[config.mk]
export PLATFORM = sky130hd
export DESIGN_NAME = fb_rect_writer
export DESIGN_NICKNAME = d
export VERILOG_FILES = /design/src/rtl/fb_rect_writer.sv
export SDC_FILE = /design/constraint.sdc
export NUM_CORES = 1
export LEC_CHECK = 0
export CAP_MARGIN = 20
export CORE_MARGIN = 2
export CORE_UTILIZATION = 50
export CTS_CLUSTER_DIAMETER = 200
export CTS_CLUSTER_SIZE = 14
export DETAILED_ROUTE_END_ITERATION = 12
export GPL_TIMING_DRIVEN = 1
export HOLD_SLACK_MARGIN = 0.06
export PLACE_DENSITY = 0.71
export SETUP_SLACK_MARGIN = 0.3
export SKIP_LAST_GASP = 1
export SLEW_MARGIN = 20
export SYNTH_ARGS = -nofsm -noshare
export SYNTH_HDL_FRONTEND = slang
export SYNTH_SLANG_ARGS = --single-unit
[constraint.sdc]
create_clock -name clk -period 3.75 [get_ports clk]
set_clock_uncertainty 0.2 [all_clocks]
set_input_delay 0.75 -clock clk [delete_from_list [all_inputs] [get_ports clk]]
set_output_delay 0.75 -clock clk [all_outputs]
set_load 0.01 [all_outputs]
[src/rtl/fb_rect_writer.sv]
// fb_rect_writer: solid-rectangle fill engine for the 320x240 8-bit framebuffer.
// Accepts one command over valid/ready, clips it to the screen and writes one
// pixel per clock in raster order through a synchronous-write RAM port.
// Optional build macro FB_WRITER_VSYNC_WAIT_EN: adds the frame_sync input and a
// WAIT_SYNC state so that filling starts only at the start of vertical blank.
module fb_rect_writer #(
  parameter int RES_X      = 320,
  parameter int RES_Y      = 240,
  parameter int MEM_WIDTH  = 8,
  parameter int ADDR_WIDTH = $clog2(RES_X * RES_Y)
) (
  input  logic                  clk,
  input  logic                  rst_n,
`ifdef FB_WRITER_VSYNC_WAIT_EN
  input  logic                  frame_sync,
`endif
  input  logic                  cmd_valid,
  output logic                  cmd_ready,
  input  logic [8:0]            cmd_x,
  input  logic [7:0]            cmd_y,
  input  logic [8:0]            cmd_w,
  input  logic [7:0]            cmd_h,
  input  logic [MEM_WIDTH-1:0]  cmd_color,
  output logic [ADDR_WIDTH-1:0] mem_addr,
  output logic [MEM_WIDTH-1:0]  din,
  output logic                  wen,
  output logic                  busy,
  output logic                  done
);

  typedef enum logic [2:0] {
    IDLE,
    SETUP,
    FILL,
`ifdef FB_WRITER_VSYNC_WAIT_EN
    WAIT_SYNC,
`endif
    DONE
  } state_t;

  // 10-bit screen limits so x+w and y+h never overflow
  localparam logic [9:0] RES_X_W = 10'(RES_X);
  localparam logic [9:0] RES_Y_W = 10'(RES_Y);

  state_t                state_q;
  logic [8:0]            x_q;
  logic [7:0]            y_q;
  logic [8:0]            w_q;
  logic [7:0]            h_q;
  logic [MEM_WIDTH-1:0]  color_q;
  logic [9:0]            x_end_q;
  logic [9:0]            y_end_q;
  logic [9:0]            col_q;
  logic [9:0]            row_q;
  logic [ADDR_WIDTH-1:0] row_base_q;
  logic [ADDR_WIDTH-1:0] addr_q;
  logic [MEM_WIDTH-1:0]  din_q;
  logic                  wen_q;
  logic                  done_q;

  logic [9:0]            sum_x_d;
  logic [9:0]            sum_y_d;
  logic [9:0]            x_end_d;
  logic [9:0]            y_end_d;
  logic                  empty_d;
  logic [ADDR_WIDTH-1:0] row_base_d;
  logic [ADDR_WIDTH-1:0] row_next_d;
  logic                  last_col_d;
  logic                  last_row_d;

  // Clipping, empty detection and address arithmetic from the captured command
  always_comb begin
    sum_x_d    = {1'b0, x_q} + {1'b0, w_q};
    sum_y_d    = {2'b00, y_q} + {2'b00, h_q};
    x_end_d    = (sum_x_d > RES_X_W) ? RES_X_W : sum_x_d;
    y_end_d    = (sum_y_d > RES_Y_W) ? RES_Y_W : sum_y_d;
    empty_d    = (w_q == 9'd0) || (h_q == 8'd0) ||
                 ({1'b0, x_q} >= RES_X_W) || ({2'b00, y_q} >= RES_Y_W);
    // constant multiply, only used once per command in SETUP
    row_base_d = ADDR_WIDTH'(y_q) * ADDR_WIDTH'(RES_X);
    row_next_d = row_base_q + ADDR_WIDTH'(RES_X);
    last_col_d = (col_q == (x_end_q - 10'd1));
    last_row_d = (row_q == (y_end_q - 10'd1));
  end

  // Command FSM with registered RAM-port outputs
  always_ff @(posedge clk or negedge rst_n) begin
    if (!rst_n) begin
      state_q    <= IDLE;
      x_q        <= '0;
      y_q        <= '0;
      w_q        <= '0;
      h_q        <= '0;
      color_q    <= '0;
      x_end_q    <= '0;
      y_end_q    <= '0;
      col_q      <= '0;
      row_q      <= '0;
      row_base_q <= '0;
      addr_q     <= '0;
      din_q      <= '0;
      wen_q      <= 1'b0;
      done_q     <= 1'b0;
    end else begin
      case (state_q)
        IDLE: begin
          if (cmd_valid) begin
            x_q     <= cmd_x;
            y_q     <= cmd_y;
            w_q     <= cmd_w;
            h_q     <= cmd_h;
            color_q <= cmd_color;
            state_q <= SETUP;
          end
        end
        SETUP: begin
          x_end_q    <= x_end_d;
          y_end_q    <= y_end_d;
          col_q      <= {1'b0, x_q};
          row_q      <= {2'b00, y_q};
          row_base_q <= row_base_d;
          din_q      <= color_q;
          if (empty_d) begin
            done_q  <= 1'b1;
            state_q <= DONE;
          end else begin
`ifdef FB_WRITER_VSYNC_WAIT_EN
            state_q <= WAIT_SYNC;
`else
            wen_q   <= 1'b1;
            addr_q  <= row_base_d + ADDR_WIDTH'(x_q);
            state_q <= FILL;
`endif
          end
        end
`ifdef FB_WRITER_VSYNC_WAIT_EN
        WAIT_SYNC: begin
          // hold off drawing until vertical blank to avoid tearing
          if (frame_sync) begin
            wen_q   <= 1'b1;
            addr_q  <= row_base_q + ADDR_WIDTH'(col_q);
            state_q <= FILL;
          end
        end
`endif
        FILL: begin
          if (last_col_d) begin
            if (last_row_d) begin
              wen_q   <= 1'b0;
              done_q  <= 1'b1;
              state_q <= DONE;
            end else begin
              col_q      <= {1'b0, x_q};
              row_q      <= row_q + 10'd1;
              row_base_q <= row_next_d;
              addr_q     <= row_next_d + ADDR_WIDTH'(x_q);
            end
          end else begin
            col_q  <= col_q + 10'd1;
            addr_q <= addr_q + ADDR_WIDTH'(1);
          end
        end
        DONE: begin
          done_q  <= 1'b0;
          state_q <= IDLE;
        end
        default: begin
          wen_q   <= 1'b0;
          done_q  <= 1'b0;
          state_q <= IDLE;
        end
      endcase
    end
  end

  assign cmd_ready = (state_q == IDLE);
  assign busy      = (state_q != IDLE);
  assign mem_addr  = addr_q;
  assign din       = din_q;
  assign wen       = wen_q;
  assign done      = done_q;

endmodule

==> results.py <==
metrics = {
    "yosys": {
        "ys_types": 82,
        "synth_nets": 1009,
        "synthesis.area_um2": 8610,
        "ys_top_cells_by_area": "dfrtp_1 35%, mux2_2 7.5%, ha_1 6.7%",
        "syn_area_per_cell_um2": 9.42,
        "yosys.area_share.xor_xnor_pct": 7.23,
        "yosysMostFrequentCell": "dfrtp_1",
        "synth-edff-count": 0,
        "yosys-top-cells-count": "121 x dfrtp_1, 67 x nand2_1, 57 x mux2_2, 52 x xnor2_1, 51 x nor2_1",
        "synth_compound_area_share_pct": 20.6,
        "muxShareOfSynthArea_pct": 8.52,
        "synth_top_family_by_area": "compound AO/OA/AOI/OAI gates",
        "synth_fa_ha_area_share_pct": 7.62,
        "syn_inst": 914,
        "postSynth.asyncResetShare_pct": 100,
        "ys.flop_type": "dfrtp_1",
        "seq_area_frac_synth_pct": 35.2,
        "ys_ff_latch": 121,
        "synth_top_cell_by_area": "dfrtp_1",
        "yosysWarningCount": 0,
        "synthDominantCellAreaShare_pct": 35.2,
        "yosys.area_share.simple_pct": 16.6,
    },
    "final_layout": {
        "drive_gt1_share_pct": 15.2,
        "layout.nets": 1093,
        "antenna_cells": 0,
        "syn_to_final_growth_pct": 21.0,
    },
    "clock_tree": {
        "clk_path_buf_depth": 2,
        "clkTransAtPathRegs_ns": 0.06,
        "clock_sinks": 121,
        "numCtsBuffers": 17,
        "ctsHoldBuffers": 0,
        "htreeDepth": 4,
        "clk_latency_ns": 0.43,
        "root_buffer": "clkbuf_16",
        "cts_tree": "done",
    },
    "hold_path": {
        "hp-class": "input pin to asynchronous set/reset pin",
    },
    "drt": {
        "drt_first_pass_iters": 6,
        "drt_iter0_drc": 610,
        "drcViolationCount": 0,
        "vias_per_cell": 6.07,
        "num_vias": 7472,
        "drt_wl_total_um": 22700,
        "wl_per_cell_um": 18.4,
        "postRouteAntennaNets": 0,
    },
    "setup_path": {
        "start_kind": "flop",
        "worst-r2r-cell-count": 7,
        "crit_type": "flop to flop",
        "path_max_fanout": 7,
        "crit_arrival_ns": 3.42,
        "cp.required_ns": 3.85,
        "cp-end-kind": "flop",
    },
    "flow_run": {
        "maxCapViolCount": 0,
    },
    "sta": {
        "clock.fmax_mhz": 301,
        "slew_headroom_pct": 34.0,
        "final.setup.worst_slack_ns": 0.431,
        "slew_viol_final": 0,
        "final.min_clock_period_ns": 3.32,
        "hold_viol_final": 0,
        "tns_ns": 0,
        "rsz0062_at_grt": "false",
        "setup_violations": 0,
        "worst_pin_slew_ns": 0.981,
        "period_share_pct": 88.5,
    },
    "place": {
        "globalplace.congestion": 0.893,
        "port_buffers": 73,
        "place_ws_ns": 0.274,
        "hpwlAfterDp_um": 16500,
    },
    "power": {
        "power_density_nw_per_um2": 1140,
        "p_total_mw": 11.8,
        "p_leak_nw": 4.28,
        "p_seq_share_pct": 23.1,
        "internal-power_mw": 6.41,
        "combPwrFrac_pct": 61.4,
        "power.switching_mw": 5.41,
        "ir_drop_mv": 0.545,
        "p_clk_share_pct": 15.5,
        "switching_share_pct": 45.8,
    },
    "floorplanning": {
        "die_area_um2": 18300,
        "pin_count": 74,
        "die-height_um": 135,
        "core_area_um2": 16700,
        "die_x_um": 135,
        "num_rows": 47,
        "initial_utilization_pct": 51.5,
    },
    "global_route": {
        "grt.overflow.total": 0,
        "grt_pass1_wl_um": 38000,
        "grt_max_degree": 51,
        "antenna_found_initial": 0,
        "grtUsageTotal_pct": 26.1,
        "grt_pass1_vias": 7215,
    },
    "status": {
        "status": "finished, final reports clean",
    },
}
[stage by stage]
stage                     hold slack (ns)  util [%]  instances  cell area [µm²]
after global routing                0.133      62.3       1230            10400
final                               0.103      62.3       1230            10400
after detailed placement            0.288      57.9       1192             9670
after floorplan                     0.254         -        914             8610
after global placement              0.277      57.9       1192             9670
after CTS                           0.114      62.1       1228            10400
[path summary, 6_finish.rpt]
check | start | to | slack (ns)
min reg2reg | color_q[2] | din[2] | 0.30
min | rst_n | row_base_q[11] | 0.10
min in group clk | color_q[2] | din[2] | 0.30
max in group asynchronous | rst_n | state_q[0] | 2.58
max | y_end_q[0] | col_q[2] | 0.43
max reg2reg | y_end_q[0] | col_q[2] | 0.43
[final cells by class]
| type | count | area, µm² |
|---|---|---|
| fill | 1422 | 6290 |
| inverter | 46 | 173 |
| timing repair buffer | 108 | 1030 |
| sequential | 121 | 3030 |
| multi-input combinational | 704 | 5250 |
| clock inverter | 13 | 216 |
| tap | 220 | 275 |
| clock buffer | 18 | 439 |
[kinds of logic after synthesis]
| group | after synthesis |
|---|---|
| simple gates | 272 |
| compound gates | 244 |
| flops | 121 |
| buf+inv | 89 |
| xor+xnor | 71 |
| mux | 66 |
| fa+ha+maj | 50 |
| other cells | 1 |
[worst max-delay path, stage by stage, from the launching register on]
cell and delay, ns:
dfrtp_2 0.46, or4_4 0.59, or3_1 0.37, a2111oi_4 0.38
and4_4 0.34, and2_1 0.36, a31oi_1 0.23, a32o_1 0.27
[sequential cells by signal (all words and copies together) (netlist names)]
| signal | flops |
|---|---|
| color_q | 8 |
| y_end_q | 9 |
| wen | 1 |
| y_q | 8 |
| done | 1 |
| row_q | 10 |
| x_q | 9 |
| mem_addr | 17 |
| w_q | 9 |
| state_q | 2 |
| x_end_q | 10 |
| din | 8 |
| row_base_q | 11 |
| col_q | 10 |
| h_q | 8 |
[power by group through the flow]
stage                     combinational [mW]  clock [mW]  sequential (mW)
final                                   7.26        1.83             2.73
after global routing                    7.98        1.92             2.83
after CTS                               7.12        1.86             2.72
after detailed placement                7.05           0             2.73
after global placement                  6.94           0             2.72
after floorplan                         5.18           0             2.51
[cell usage in the layout (no fill, tap or decap), types with 7 or more instances in the layout]
master / instances
inv_1: 46
buf_4: 33
a21oi_1: 36
xnor2_1: 52
mux2_2: 57
ha_1: 45
clkdlybuf4s50_1: 72
a221o_1: 7
nor2b_1: 12
o211ai_1: 20
nor2_1: 51
clkbuf_16: 17
o21a_1: 7
a31oi_1: 18
nand2_1: 66
mux2i_1: 8
a32oi_1: 13
and2_1: 10
nor3_1: 30
nand4_1: 17
a21o_1: 12
o21ai_0: 45
a221oi_1: 8
and3_1: 11
nand3_1: 29
xor2_1: 19
dfrtp_1: 120
[per-layer routing]
metal | up-vias | wire length [µm] | share of wire [%] | global-route usage [%]
met5 | - | 0 | 0 | 0
met4 | 0 | 410 | 1.8 | 7.75
met3 | 32 | 1340 | 5.9 | 4.34
met2 | 250 | 10800 | 48 | 42.4
met1 | 3607 | 10100 | 45 | 36.2
li1 | 3583 | - | - | -
[timing repair]
action	CTS	global route
gates resized for setup	1	7
pin swaps	1	3
endpoints found under the setup margin	2	24
setup buffers	5	2
No activity file was read; power rests on OpenSTA's default activity.
==> patch 1: new RTL, same settings <==
The parameter `MEM_WIDTH` goes from 8 to 6.
--- a/src/rtl/fb_rect_writer.sv
+++ b/src/rtl/fb_rect_writer.sv
@@ -6,7 +6,7 @@
 module fb_rect_writer #(
   parameter int RES_X      = 320,
   parameter int RES_Y      = 240,
-  parameter int MEM_WIDTH  = 8,
+  parameter int MEM_WIDTH  = 6,
   parameter int ADDR_WIDTH = $clog2(RES_X * RES_Y)
 ) (
   input  logic                  clk,
Ports: changed (resized cmd_color and din); port bits go from 74 to 70. No check against the original RTL was run, so the function may have changed too.
==> patch 1 against the original RTL <==
- worst setup slack better by 22 ps
- global-route usage down 2.5 points
- routed wire length down 11%
- maximum frequency up 0.66%
- cell area down 4.1%
- power down 4.2%
- synthesized area down 3.3%
- sequential cell count down 4
- critical path type unchanged
- critical endpoint is now row_base_q[11]$_DFFE_PN0P_
- largest power group unchanged
==> patch 1: results (changes against the original RTL) <==
Routing
  • Total number of vias: 6,862 (-8.2%)
  • Met2 WL: 9390 µm (-13%)
  • Highest metal layer with signal wires: met4
  • Routed metal-1 wirelength: 9530 µm (-6.0%)
  • Wirelength per Cell: 17.1 µm (-7.2%)
  • WL met3: 766 µm (-43%)
  • Length of the first detailed-routing pass in iterations: 7 (+1)
  • Iter 0 DRT Violations: 571 (-6.4%)

Power and ir drop
  • Leakage power figure: 4.14 nW (-3.3%)
  • IR Drop Worst-Case VDD: 505 µV (-7.3%)

Clocking
  • Clock root cell: sky130_fd_sc_hd__clkbuf_16
  • Number of clock buffers inserted by TritonCTS: 17 (unchanged)
  • H-tree levels: 4 (unchanged)
  • Maximum buffer depth of the clock tree: 2 (unchanged)
  • CTS clock-pin slew for the worst setup and hold paths: 60 ps (about the same)
  • Clk Latency, worst-skew pair: ~420 ps

GRT
  • Number of antenna violations at the first check in global routing: 0 (unchanged)
  • First-pass GRT wire length: 33,400 µm (-12%)
  • Vias in the first global route: 6,493 (-10%)
  • Largest net degree at the start of global routing: 64 (+25%)
  • Overall track demand over capacity in global routing: 23.6% (-2.5 points)

Synthesis
  • Instance count of the mapped netlist: 889 (-2.7%)
  • Number of nets in the synthesized netlist: 982 (-2.7%)
  • Most common library cells after synthesis: sky130_fd_sc_hd__dfrtp_1 (117), sky130_fd_sc_hd__nand2_1 (62), sky130_fd_sc_hd__xnor2_1 (54)
  • Top FF cell, synth: sky130_fd_sc_hd__dfrtp_1
  • Proportion of register bits with asynchronous set or reset after synthesis: 100% (unchanged)
  • Count of distinct cell types in the synthesized netlist: 80 (-2.4%)
  • Yosys synthesis warning count: 0 (unchanged)
  • Synth area leaders: sky130_fd_sc_hd__dfrtp_1 (35%), sky130_fd_sc_hd__mux2_2 (7.0%), sky130_fd_sc_hd__ha_1 (6.9%)
  • Sequential area share after synthesis: 35.2% (about the same)

Worst setup path
  • Endpoint of the most critical register-to-register path: row_base_q[11]$_DFFE_PN0P_
  • Launch point of the worst reg-to-reg path: x_end_q[0]$_DFFE_PN0P_
  • Path depth of the worst reg2reg path: 11 (+4)
  • Setup slack of the most critical reg-to-reg path: 450 ps (+20 ps)
  • Worst Path Max Fanout: 8 (+1)

STA
  • Worst-Margin Slew: 679 ps (-301 ps)
  • Worst hold margin: 160 ps (+57.1 ps)

Layout
  • Fraction of final layout cells sized beyond drive strength 1: 13.8% (-1.5 points)
  • Number of fillers in the final layout: 1,380 (-3.0%)
  • Number of standard cells in the final layout excluding fillers: 1,180 (-4.1%)
  • Flip-flop count of the largest register, all copies and words added: 17 (unchanged)
  • Post-layout net count: 1,040 (-4.8%)
  • Count of inserted antenna diode cells: 0 (unchanged)

Worst hold path
  • Worst hold path type: in2async

Placed design
  • Count of input and output buffers: 69 (-5.5%)
  • Sum of net half-perimeters after detailed placement: 14,500 µm (-12%)
  • Final weighted congestion in routability-driven placement: 0.863 (-3.4%)
  • Dpl cells: 1,147 (-3.8%)
  • Total placed instance area: 0.00926 mm² (-4.3%)

Outcome
  • Result of the run: finished, final reports clean
## patch 1: per-stage QoR
stage	power (W)	setup WS (ps)
floorplan	0.00754	667
global placement	0.00922	392
detailed placement	0.00934	310
CTS	0.0113	335
global route	0.0123	290
finish	0.0113	453
## patch 1: power by group
| part | leakage [nW] | switching [W] | total [W] | internal (W) |
|---|---|---|---|---|
| registers | 1.40 | 0.000879 | 0.00278 | 0.00190 |
| logic | 2.43 | 0.00355 | 0.00671 | 0.00316 |
| clock network | 0.313 | 0.000588 | 0.00183 | 0.00124 |
## patch 1: critical path, stage by stage, from the launching register on
cell and delay, ps:
sky130_fd_sc_hd__dfrtp_1 460, sky130_fd_sc_hd__inv_1 120, sky130_fd_sc_hd__ha_1 240, sky130_fd_sc_hd__nand2b_1 210
sky130_fd_sc_hd__nor4b_2 290, sky130_fd_sc_hd__a31oi_1 100, sky130_fd_sc_hd__a2111oi_4 430, sky130_fd_sc_hd__o311ai_4 230
sky130_fd_sc_hd__buf_12 190, sky130_fd_sc_hd__nor4b_1 420, sky130_fd_sc_hd__xnor2_1 190, sky130_fd_sc_hd__o21ai_0 90
## patch 1: how the worst max path moves through the flow
stage / from / endpoint / depth (start not counted)
floorplan: x_end_q[0]$_DFFE_PN0P_ / mem_addr[14]$_DFFE_PN0P_ / 12
global placement: x_end_q[0]$_DFFE_PN0P_ / mem_addr[14]$_DFFE_PN0P_ / 11
detailed placement: x_end_q[0]$_DFFE_PN0P_ / mem_addr[14]$_DFFE_PN0P_ / 11
CTS: x_end_q[0]$_DFFE_PN0P_ / row_base_q[7]$_DFFE_PN0P_ / 11
global route: x_end_q[0]$_DFFE_PN0P_ / row_base_q[10]$_DFFE_PN0P_ / 11
finish: x_end_q[0]$_DFFE_PN0P_ / row_base_q[11]$_DFFE_PN0P_ / 11
## patch 1: logic make-up (layout without fill, tap and decap cells)
logic type      count (synthesis)  after routing  synth area share, %
simple gates                  264            264                 16.8
compound gates                221            221                 18.4
flops                         117            117                 35.2
buf+inv                        89            160                 4.49
xor+xnor                       82             82                 8.63
mux                            65             65                 8.60
fa+ha+maj                      50             50                 7.87
other cells                     1              1               0.0450
## patch 1: what timing repair did
item	in CTS	in global routing
endpoints found under the setup margin	1	43
pin swaps	1	1
resized for setup	0	8
setup buffers	1	0
hold endpoints to repair	0	0
## patch 1: final cells by class
type                       count  area (µm²)  share of cell area [%]
clock inverter                13         230                    2.31
clock buffer                  19         433                    4.33
tap                          220         275                    2.76
sequential                   117        2930                    29.3
inverter                      39         146                    1.47
multi-input combinational    683        5090                    50.9
timing repair buffer          89         888                    8.90
## patch 1: metal layers
layer / up-vias / global-route usage, %
met4: 0 / 8.78
met1: 3270 / 32.5
met3: 33 / 3.68
met5: - / 0
met2: 173 / 37.6
li1: 3386 / -
==> patch 2: new RTL, same flow settings <==
Without the edit above. Encoding of `state_t`: now one-hot (4 bits for 4 states).
--- a/src/rtl/fb_rect_writer.sv
+++ b/src/rtl/fb_rect_writer.sv
@@ -28,14 +28,14 @@
   output logic                  done
 );
 
-  typedef enum logic [2:0] {
-    IDLE,
-    SETUP,
-    FILL,
+  typedef enum logic [3:0] {
+    IDLE  = 4'b0001,
+    SETUP = 4'b0010,
+    FILL  = 4'b0100,
 `ifdef FB_WRITER_VSYNC_WAIT_EN
     WAIT_SYNC,
 `endif
-    DONE
+    DONE  = 4'b1000
   } state_t;
 
   // 10-bit screen limits so x+w and y+h never overflow
Behaviour: no difference found for any inputs over 4 cycles, from zero or initial values and one cycle with rst_n low; so few cycles prove little.
==> patch 2 against the original RTL <==
- routed wire length shrank 6.9%
- count of clock-buffer cells in the layout down 1
- sequential cell count rose by 2
- worst hold slack got worse by 17 ps
- power shrank 10%
- synthesized area is 6.0% lower
- maximum frequency up 1.7%
- cell area shrank 6.6%
- worst setup slack better by 54 ps
- sequential power increased by 2%
- cell count shrank 3.2%
- critical path type unchanged
- critical endpoint is now mem_addr[15]$_DFFE_PN0P_
- largest power group unchanged
==> patch 2: results (changes against the original RTL) <==
Routing
  • Wirelength per Cell: 17.7 µm (-3.9%)
  • Vias per Instance: 5.89 (-3.1%)
  • Iter 0 DRT Violations: 566 (-7.2%)
  • Total number of vias: 7,010 (-6.2%)
  • Length of the first detailed-routing pass in iterations: 5 (-1)

Placed design
  • Dpl cells: 1,155 (-3.1%)
  • Worst setup timing slack at the placement stage: 357 ps (+83.1 ps)
  • Total placed instance area: 0.00907 mm² (-6.2%)
  • Sum of net half-perimeters after detailed placement: 15,100 µm (-9.0%)
  • Final weighted congestion in routability-driven placement: 0.888 (-0.63%)

Layout
  • Post-layout net count: 1,053 (-3.7%)
  • Clock network area share: 6.10% (-0.20 points)
  • Fraction of final layout cells sized beyond drive strength 1: 11.9% (-3.4 points)
  • Number of fillers in the final layout: 1,318 (-7.3%)
  • Buffers, non-clock: 95 (-12%)
  • Area taken by multi-input logic gates: 0.00476 mm² (-9.4%)
  • Number of multi-input combinational cells in the layout: 698 (-0.85%)
  • Clock buffer count: 17 (-1)
  • Register fraction of the total cell area: 31.7% (+2.6 points)

Synthesis
  • Synth area leaders: sky130_fd_sc_hd__dfrtp_1 (38%), sky130_fd_sc_hd__ha_1 (6.5%), sky130_fd_sc_hd__mux2_2 (5.4%)
  • Most common library cells after synthesis: sky130_fd_sc_hd__dfrtp_1 (122), sky130_fd_sc_hd__nand2_1 (110), sky130_fd_sc_hd__a21oi_1 (68)
  • Number of nets in the synthesized netlist: 979 (-3.0%)
  • Xor/xnor cell area share of the yosys netlist: 8.34% (+1.1 points)
  • Multiplexer share of the synthesized area: 6.17% (-2.3 points)
  • Count of distinct cell types in the synthesized netlist: 78 (-4.9%)
  • Synth Area in Compound Gates: 18.8% (-1.7 points)
  • Cell area after synthesis: 0.00809 mm² (-6.0%)
  • Sequential area share after synthesis: 38.1% (+2.9 points)

Power and ir drop
  • Leakage power figure: 4.03 nW (-5.9%)
  • IR Drop Worst-Case VDD: 527 µV (-3.4%)

GRT
  • Vias in the first global route: 6,566 (-9.0%)
  • Overall track demand over capacity in global routing: 24.5% (-1.6 points)
  • First-pass GRT wire length: 33,900 µm (-11%)
  • Largest net degree at the start of global routing: 58 (+14%)

Worst setup path
  • Highest cell delay on the worst timing path: 490 ps (-100 ps)
  • Path depth of the worst reg2reg path: 12 (+5)

STA
  • Worst-Margin Slew: 601 ps (-379 ps)
  • Worst hold margin: 85.8 ps (-17.0 ps)

Outcome
  • Result of the run: finished, final reports clean
==> patch 2: changes by cell type in the layout (fill, tap and decap cells not counted), moves of 8 or more <==
cell,delta
sky130_fd_sc_hd__o211ai_1,-10
sky130_fd_sc_hd__buf_4,-12
sky130_fd_sc_hd__a32oi_1,-13
sky130_fd_sc_hd__a21oi_1,+32
sky130_fd_sc_hd__a221oi_1,-8
sky130_fd_sc_hd__o21ai_0,+8
sky130_fd_sc_hd__nor3_1,-8
sky130_fd_sc_hd__mux2_2,-18
sky130_fd_sc_hd__inv_1,-20
sky130_fd_sc_hd__nand2_1,+43
sky130_fd_sc_hd__xor2_1,+13
==> patch 2: worst register-to-register path, stage by stage, from the launching register on <==
cell and delay, ps:
sky130_fd_sc_hd__dfrtp_1 420, sky130_fd_sc_hd__inv_1 100, sky130_fd_sc_hd__ha_1 170, sky130_fd_sc_hd__or3b_1 430
sky130_fd_sc_hd__or4_1 490, sky130_fd_sc_hd__nor3_1 190, sky130_fd_sc_hd__a211o_2 190, sky130_fd_sc_hd__o211a_4 230
sky130_fd_sc_hd__nor2_4 60, sky130_fd_sc_hd__nor2_4 180, sky130_fd_sc_hd__inv_4 140, sky130_fd_sc_hd__a21boi_1 160
sky130_fd_sc_hd__o22a_1 200
==> patch 2: metal layers <==
layer | up-vias | share of wire [%] | routed length (µm) | GRT usage (%)
met5 | - | 0 | 0 | 0
met4 | 0 | 2.3 | 484 | 8.33
met3 | 39 | 4.0 | 842 | 4.21
met2 | 183 | 47 | 9930 | 39.3
met1 | 3409 | 47 | 9830 | 33.6
li1 | 3379 | - | - | -
==> patch 2: worst max-delay path by stage <==
stage	cells after the start	slack (ps)	to	startpoint
after CTS	12	320	mem_addr[5]$_DFFE_PN0P_	x_end_q[0]$_DFFE_PN0P_
after global routing	10	280	mem_addr[5]$_DFFE_PN0P_	x_end_q[0]$_DFFE_PN0P_
after global placement	12	440	mem_addr[15]$_DFFE_PN0P_	x_end_q[0]$_DFFE_PN0P_
final	12	490	mem_addr[15]$_DFFE_PN0P_	x_end_q[0]$_DFFE_PN0P_
after detailed placement	12	360	mem_addr[15]$_DFFE_PN0P_	x_end_q[0]$_DFFE_PN0P_
after floorplan	10	730	mem_addr[16]$_DFFE_PN0P_	y_q[3]$_DFFE_PN0P_
==> patch 2: power by group <==
part | internal (W) | switching [W] | total (W)
combinational | 0.00282 | 0.00335 | 0.00617
clock | 0.000988 | 0.000655 | 0.00164
sequential | 0.00195 | 0.000839 | 0.00279
total | 0.00576 | 0.00484 | 0.0106
==> patch 2: what timing repair did <==
action | in CTS | in global routing
setup endpoints to repair | 0 | 36
hold endpoints to repair | 0 | 0
resized for setup | 0 | 8
setup buffers | 0 | 3
